--- src/rtl/fft_result_reader.sv ---
// Captures one FFT result frame from the core's wd port into a local buffer,
// then re-streams the bins over valid/ready with |X|^2 attached.
module fft_result_reader #(
    parameter int width = 16,
    parameter int N_2   = 5,
    parameter int HALF  = 0
) (
    input  logic                 clk,
    input  logic                 reset,
    input  logic                 done,
    input  logic [2*width-1:0]   wd,
    output logic                 out_valid,
    input  logic                 out_ready,
    output logic [2*width-1:0]   out_data,
    output logic [2*width-1:0]   out_mag,
    output logic [N_2-1:0]       out_bin,
    output logic                 out_last,
    output logic                 busy,
    output logic                 err_abort,
    output logic                 err_ovf
);

    localparam int N = 2**N_2;
    localparam int LAST = (HALF != 0) ? (N/2 - 1) : (N - 1);
    localparam logic [N_2-1:0] LAST_IDX = LAST[N_2-1:0];

    typedef enum logic [1:0] {IDLE, CAPTURE, DRAIN} state_t;

    state_t               state_reg, state_next;
    logic                 done_q_reg;
    logic [N_2-1:0]       cap_idx_reg, cap_idx_next;
    logic [N_2-1:0]       rd_idx_reg, rd_idx_next;
    logic                 out_valid_reg;
    logic [2*width-1:0]   out_data_reg;
    logic [2*width-1:0]   out_mag_reg;
    logic [N_2-1:0]       out_bin_reg;
    logic                 out_last_reg;
    logic                 err_abort_reg;
    logic                 err_ovf_reg;

    logic                 rise;
    logic                 cap_wr;
    logic [N_2-1:0]       wr_addr;
    logic                 load;
    logic                 finish;
    logic                 abort_set;
    logic                 ovf_set;

    logic [2*width-1:0]   buf_mem [N];
    logic [2*width-1:0]   rd_word;
    logic [2*width-1:0]   re_ext, im_ext;
    logic [2*width-1:0]   re_sq, im_sq, mag_next;

    assign rise = done & ~done_q_reg;

    // Products are taken modulo 2**(2*width); the true sum never exceeds 2**(2*width-1).
    assign rd_word  = buf_mem[rd_idx_reg];
    assign re_ext   = {{width{rd_word[2*width-1]}}, rd_word[2*width-1:width]};
    assign im_ext   = {{width{rd_word[width-1]}}, rd_word[width-1:0]};
    assign re_sq    = re_ext * re_ext;
    assign im_sq    = im_ext * im_ext;
    assign mag_next = re_sq + im_sq;

    always_comb begin
        state_next   = state_reg;
        cap_idx_next = cap_idx_reg;
        rd_idx_next  = rd_idx_reg;
        wr_addr      = cap_idx_reg;
        cap_wr       = 1'b0;
        load         = 1'b0;
        finish       = 1'b0;
        abort_set    = 1'b0;
        ovf_set      = 1'b0;
        case (state_reg)
            IDLE: begin
                rd_idx_next = '0;
                if (rise) begin
                    cap_wr       = 1'b1;
                    wr_addr      = '0;
                    cap_idx_next = N_2'(1);
                    state_next   = CAPTURE;
                end
            end
            CAPTURE: begin
                ovf_set = rise;
                if (done) begin
                    cap_wr       = 1'b1;
                    cap_idx_next = cap_idx_reg + N_2'(1);
                    if (cap_idx_reg == '1)
                        state_next = DRAIN;
                end else begin
                    abort_set    = 1'b1;
                    cap_idx_next = '0;
                    state_next   = IDLE;
                end
            end
            DRAIN: begin
                ovf_set = rise;
                if (out_valid_reg && out_ready && out_last_reg) begin
                    finish      = 1'b1;
                    rd_idx_next = '0;
                    state_next  = IDLE;
                // Refill the output register whenever it is empty or being consumed.
                end else if (!(out_valid_reg && out_last_reg) && (!out_valid_reg || out_ready)) begin
                    load        = 1'b1;
                    rd_idx_next = rd_idx_reg + N_2'(1);
                end
            end
            default: state_next = IDLE;
        endcase
    end

    always_ff @(posedge clk) begin
        if (cap_wr)
            buf_mem[wr_addr] <= wd;
    end

    always_ff @(posedge clk) begin
        if (reset) begin
            state_reg     <= IDLE;
            done_q_reg    <= 1'b0;
            cap_idx_reg   <= '0;
            rd_idx_reg    <= '0;
            out_valid_reg <= 1'b0;
            out_data_reg  <= '0;
            out_mag_reg   <= '0;
            out_bin_reg   <= '0;
            out_last_reg  <= 1'b0;
            err_abort_reg <= 1'b0;
            err_ovf_reg   <= 1'b0;
        end else begin
            state_reg   <= state_next;
            done_q_reg  <= done;
            cap_idx_reg <= cap_idx_next;
            rd_idx_reg  <= rd_idx_next;
            if (load) begin
                out_valid_reg <= 1'b1;
                out_data_reg  <= rd_word;
                out_mag_reg   <= mag_next;
                out_bin_reg   <= rd_idx_reg;
                out_last_reg  <= (rd_idx_reg == LAST_IDX);
            end else if (finish) begin
                out_valid_reg <= 1'b0;
            end
            if (abort_set)
                err_abort_reg <= 1'b1;
            if (ovf_set)
                err_ovf_reg <= 1'b1;
        end
    end

    assign out_valid = out_valid_reg;
    assign out_data  = out_data_reg;
    assign out_mag   = out_mag_reg;
    assign out_bin   = out_bin_reg;
    assign out_last  = out_last_reg;
    assign busy      = (state_reg != IDLE);
    assign err_abort = err_abort_reg;
    assign err_ovf   = err_ovf_reg;

endmodule

--- config.mk ---
export PLATFORM = sky130hd
export DESIGN_NAME = fft_result_reader
export DESIGN_NICKNAME = d
export VERILOG_FILES = /design/src/rtl/fft_result_reader.sv
export SDC_FILE = /design/constraint.sdc
export NUM_CORES = 2
export LEC_CHECK = 0
export CAP_MARGIN = 10
export CORE_MARGIN = 4
export CORE_UTILIZATION = 49
export DETAILED_ROUTE_END_ITERATION = 6
export PLACE_DENSITY = 0.62
export SYNTH_ARGS = -nofsm -noshare
export SYNTH_HDL_FRONTEND = slang
export SYNTH_SLANG_ARGS = --single-unit
--- constraint.sdc ---
create_clock -name clk -period 15 [get_ports clk]
set_clock_uncertainty 0.2 [all_clocks]
set_input_delay 4.5 -clock clk [delete_from_list [all_inputs] [get_ports clk]]
set_output_delay 4.5 -clock clk [all_outputs]
set_load 0.01 [all_outputs]
Yosys cells after proc, flatten, opt, wreduce, memory -nomap -nowiden. Memories as Yosys holds them, arrays and structs flattened. A register that Yosys moved wholly into a read port is not among the register bits. Cells that the tools add are included.

Logic and storage cells: 73. Memories kept: 1. Output and inout port bits: 74. Memory bits (writable): 1024. Register bits: 86.

Memories: buf_mem (depth 32, width 32, rd ports 1, clocked after memory_dff 1, wr ports 1, RTL line 49) `logic [2*width-1:0] buf_mem [N];`.

Reduce and logical (&&, ||, !) cells: 16. Add/sub/neg operators: 3. Mux-type cells: 30. Bitwise gates (word level): 2. Equality and inequality tests: 8. $mul: 2.

Operators by type and width (count): multiplier 16 x 16 -> 32 bit (2); 2-to-1 mux 5 bit (8); adder 32 bit (1); one-hot mux 5 bit (2 select lines) (2); 2-to-1 mux 1 bit (14); adder 5 x 1 -> 5 bit, second input constant (2); == test 5 bit, second input constant (2); 2-to-1 mux 2 bit (4); nonzero test 2 bit (4); inequality test 3 bit, second input constant (2); one-hot mux 2 bit (3 select lines) (1); logical AND 1 bit (4); inequality test 2 bit, second input constant (2); AND reduction 2 bit (2); AND reduction 3 bit (1); == test 2 x 1 -> 1 bit, second input constant (1); == test 2 bit, second input constant (1); zero test 1 bit (2); zero test 2 bit (1); one-hot mux 1 bit (2 select lines) (1); OR reduction 2 bit (1); AND 1 bit (1); logical OR 1 bit (1); NOT 1 bit (1).

Logic depth before layout (Yosys ltp).
Depth after elaboration: 8. Gate-level depth with buffers: 34. Gate-level depth less buffers: 30.

Least setup slack after synthesis. OpenSTA, ideal clock, no wires.

Path type: register -> register. Start point: reg with a tool-made name. End point: reg out_mag_reg[20] (netlist: out_mag[20]). Setup slack: 6.149 ns. Arrival time: 8.529 ns. Setup time: 0.122 ns. Cell stages (with the launch flop): 30. Period minus slack after synthesis: 8.851 ns. Data required time: 14.678 ns. Path through: dfxtp_1 -> buf_2 -> buf_2 -> buf_1 -> mux4_2 -> mux4_2 -> mux2i_4 -> buf_4 -> nor2_1 -> inv_1 -> fa_1 -> fa_1 -> fa_1 -> inv_1 -> fa_1 -> fa_1 -> fa_1 -> fa_1 -> inv_1 -> fa_1 -> inv_1 -> ha_1 -> and3_1 -> a221o_1 -> a21oi_1 -> o21ai_0 -> a21o_1 -> a21oi_1 -> xor2_1 -> o21ai_0.

RTL lines: to (signal assigned) (RTL line 139) `out_mag_reg <= mag_next;`; to (decl) (RTL line 35) `logic [2*width-1:0] out_mag_reg;`.

==> reports/qor.txt <==
Status -> finished clean
Setup CP Type -> reg2reg
Fin area -> 66490 um2
Fraction of registers with async set/reset -> 0
R2R cell count -> 27
Gr busiest metal -> met2
Placed Instance Area -> 62900 um2
Post-Synth XOR/XNOR Area -> 0.008361
Met3 usage -> 0.03661
Synth cell types -> 57
Period Utilization, post-route -> 0.7315
Fin cells -> 5561
Crit start category -> flip-flop
Initial Util -> 0.4957
Root Driver -> clkbuf_16
Setup bufs post-CTS -> 0
Vias in the first global route -> 32495
Detail Route Antenna Nets -> 0
TritonCTS Buffers -> 111
Die width -> 357.1 um
Met2 Resource Use GR -> 0.3890
Yosys reg bits -> 1115
Period minus WS final -> 10.97 ns
H-tree depth -> 3
First-pass GRT wire length -> 216.4 mm
Die ar. -> 127500 um2
Worst-skew pair later-pin latency -> 0.70 ns
Synth top area share -> 0.5150
R2R Setup Slk -> 4.03 ns
Yosys warning count -> 0
Max-slew violation count -> 0
Largest cells by area after synthesis -> edfxtp_1, fa_1, mux4_2
Finish-stage setup viols -> 0
Mapped Area -> 59710 um2
I/O Buffers -> 109
Mapped Nets -> 4411
Post-Synth Adder-Cell Area -> 0.2080
Total vias in the final route -> 30808
Site Rows -> 127
Boundary Pins -> 110
GP Congestion -> 0.8509
DR vias/cell -> 5.540
F_max -> 0.09114 GHz
Most used DFF post-synth -> edfxtp_1
R2r endpoint -> out_mag[31]
Post-synth EDFFs -> 1024
Sequential cell area fraction in the yosys report -> 0.5455
Initial antenna violation count -> 7
Layout cells sized above 1 -> 0.1675
Clock Path Buffers -> 3
GRT overflow -> 0
Mux share of post-synthesis cell area -> 0.1306
Per-cell routed wire length -> 25.92 um
Global Route Usage Sum -> 0.2326
Complex-gate fraction of the synthesized area -> 0.01699
CP endpoint -> out_mag[31]
Worst slew margin -> 0.1647
P&R area growth vs syn -> 11.37%
Met1 usage -> 0.3315
Most common cell in the netlist -> edfxtp_1
Placed cells -> 5347
Fillers -> 9657
WP data arrival -> 11.38 ns
Area of the multi-input gates -> 24160 um2
Clock Pin Slew Worst Setup and Hold Paths -> 0.06 ns
DRC -> 0
CTS Hold Bufs -> 0
Core Region -> 120400 um2
Crit Path Max Fanout -> 26
WL final -> 144.1 mm
Clock tree sinks -> 1115
Post-synth top area cell -> edfxtp_1
Post-synthesis simple-gate area fraction -> 0.03623
Max FFs per register -> 1024
Worst Setup End Kind -> flip-flop
Hold Slack -> 0.2502 ns
CTS tree -> done
Register area -> 32590 um2
CP required -> 15.41 ns
Die height -> 357.1 um
Post-route setup TNS -> 0 ns
Final hold vios -> 0
Drt pass-1 iters -> 6
Dpl hpwl -> 87.25 mm
Resize count post-CTS -> 0
RSZ-0062 raised after global routing -> false
Worst-margin pin slew -> 1.229 ns
Min-Delay Path Class -> reg2reg
Synth Instances -> 3696
Combinational family with the most area after synthesis -> adder cells
Largest net degree at the start of global routing -> 126
Maxcap violations -> 0
DR iter-0 viols -> 2810
Top post-synthesis cells by count -> edfxtp_1, inv_1, fa_1
Layout Nets -> 4563
Post-Syn Area per Cell -> 16.15 um2
[cell type report]
type                       instances  area share
antenna                            3   0.0001129
clock inverter                    71     0.01007
clock buffer                     140     0.04386
timing repair buffer             173     0.02416
multi-input combinational       1775      0.3634
inverter                         672     0.03793
tap                             1612     0.03033
sequential                      1115      0.4901
[worst max-delay path, cell delays in order (launching register included)]
cell and delay, ns:
dfxtp_4 0.62, buf_4 0.65, buf_4 0.64, mux4_2 0.60, mux2i_2 0.95, inv_2 0.33
nand2_1 0.28, inv_1 0.09, fa_1 0.53, inv_1 0.06, fa_1 0.53, inv_1 0.05
fa_1 0.48, fa_1 0.60, fa_1 0.46, fa_1 0.49, fa_1 0.50, inv_1 0.05
fa_1 0.47, inv_1 0.04, ha_1 0.35, a21boi_0 0.16, o31ai_1 0.46, a31oi_1 0.24
o211ai_1 0.28, a21oi_1 0.11, or4_1 0.39, and3_1 0.18
[worst min path at each step]
stage / to / cells past startpoint / start / slack [ns]
3_5_place_dp: out_mag[29] / 2 / out_mag[29] / 0.24
3_3_place_gp: out_mag[15] / 2 / out_mag[15] / 0.24
4_1_cts: out_mag[29] / 2 / out_mag[29] / 0.25
5_1_grt: out_mag[10] / 2 / out_mag[10] / 0.27
2_1_floorplan: out_bin[3] / 2 / rd_idx_reg[3] / 0.25
6_report: out_mag[18] / 2 / out_mag[18] / 0.25
[cells in the final DEF, fill, tap and decap left out, types with 14 or more instances in the layout]
master / count
nand3_1: 19
clkbuf_16: 111
a211oi_1: 39
or2_2: 14
edfxtp_1: 1024
nand2_1: 207
nor2_1: 189
ha_1: 156
fa_1: 523
mux4_2: 320
inv_2: 37
clkinv_2: 20
clkdlybuf4s50_1: 108
xnor2_1: 47
clkbuf_1: 26
a21oi_1: 58
mux2i_4: 15
buf_4: 62
dfxtp_1: 86
inv_1: 633
clkinv_1: 34
o21ai_0: 19
nor2_4: 31
[per-stage QoR]
step	setup slack (ns)	util
6_report	4.028	0.5521
5_1_grt	3.561	0.5520
4_1_cts	3.990	0.5520
3_5_place_dp	4.026	0.5222
3_3_place_gp	4.025	0.5222
2_1_floorplan	6.149	-
[per-layer routing]
layer  wire length (um)  up-vias
met1              61530    16424
met2              71200      956
met4               2272        4
li1                   -    13266
met3               9101      158
met5                 23        -
[logic make-up after synthesis]
logic type | Yosys count
adders and majority gates | 679
and+or+nand+nor | 519
AOI/OAI and AO/OA | 161
muxes | 359
buffers and inverters | 806
xor gates and xnor gates | 57
DFF | 1115
Power is left out: the tool's default activity adds up to more than one toggle a clock period on the data nets, which glitch-free logic cannot reach.
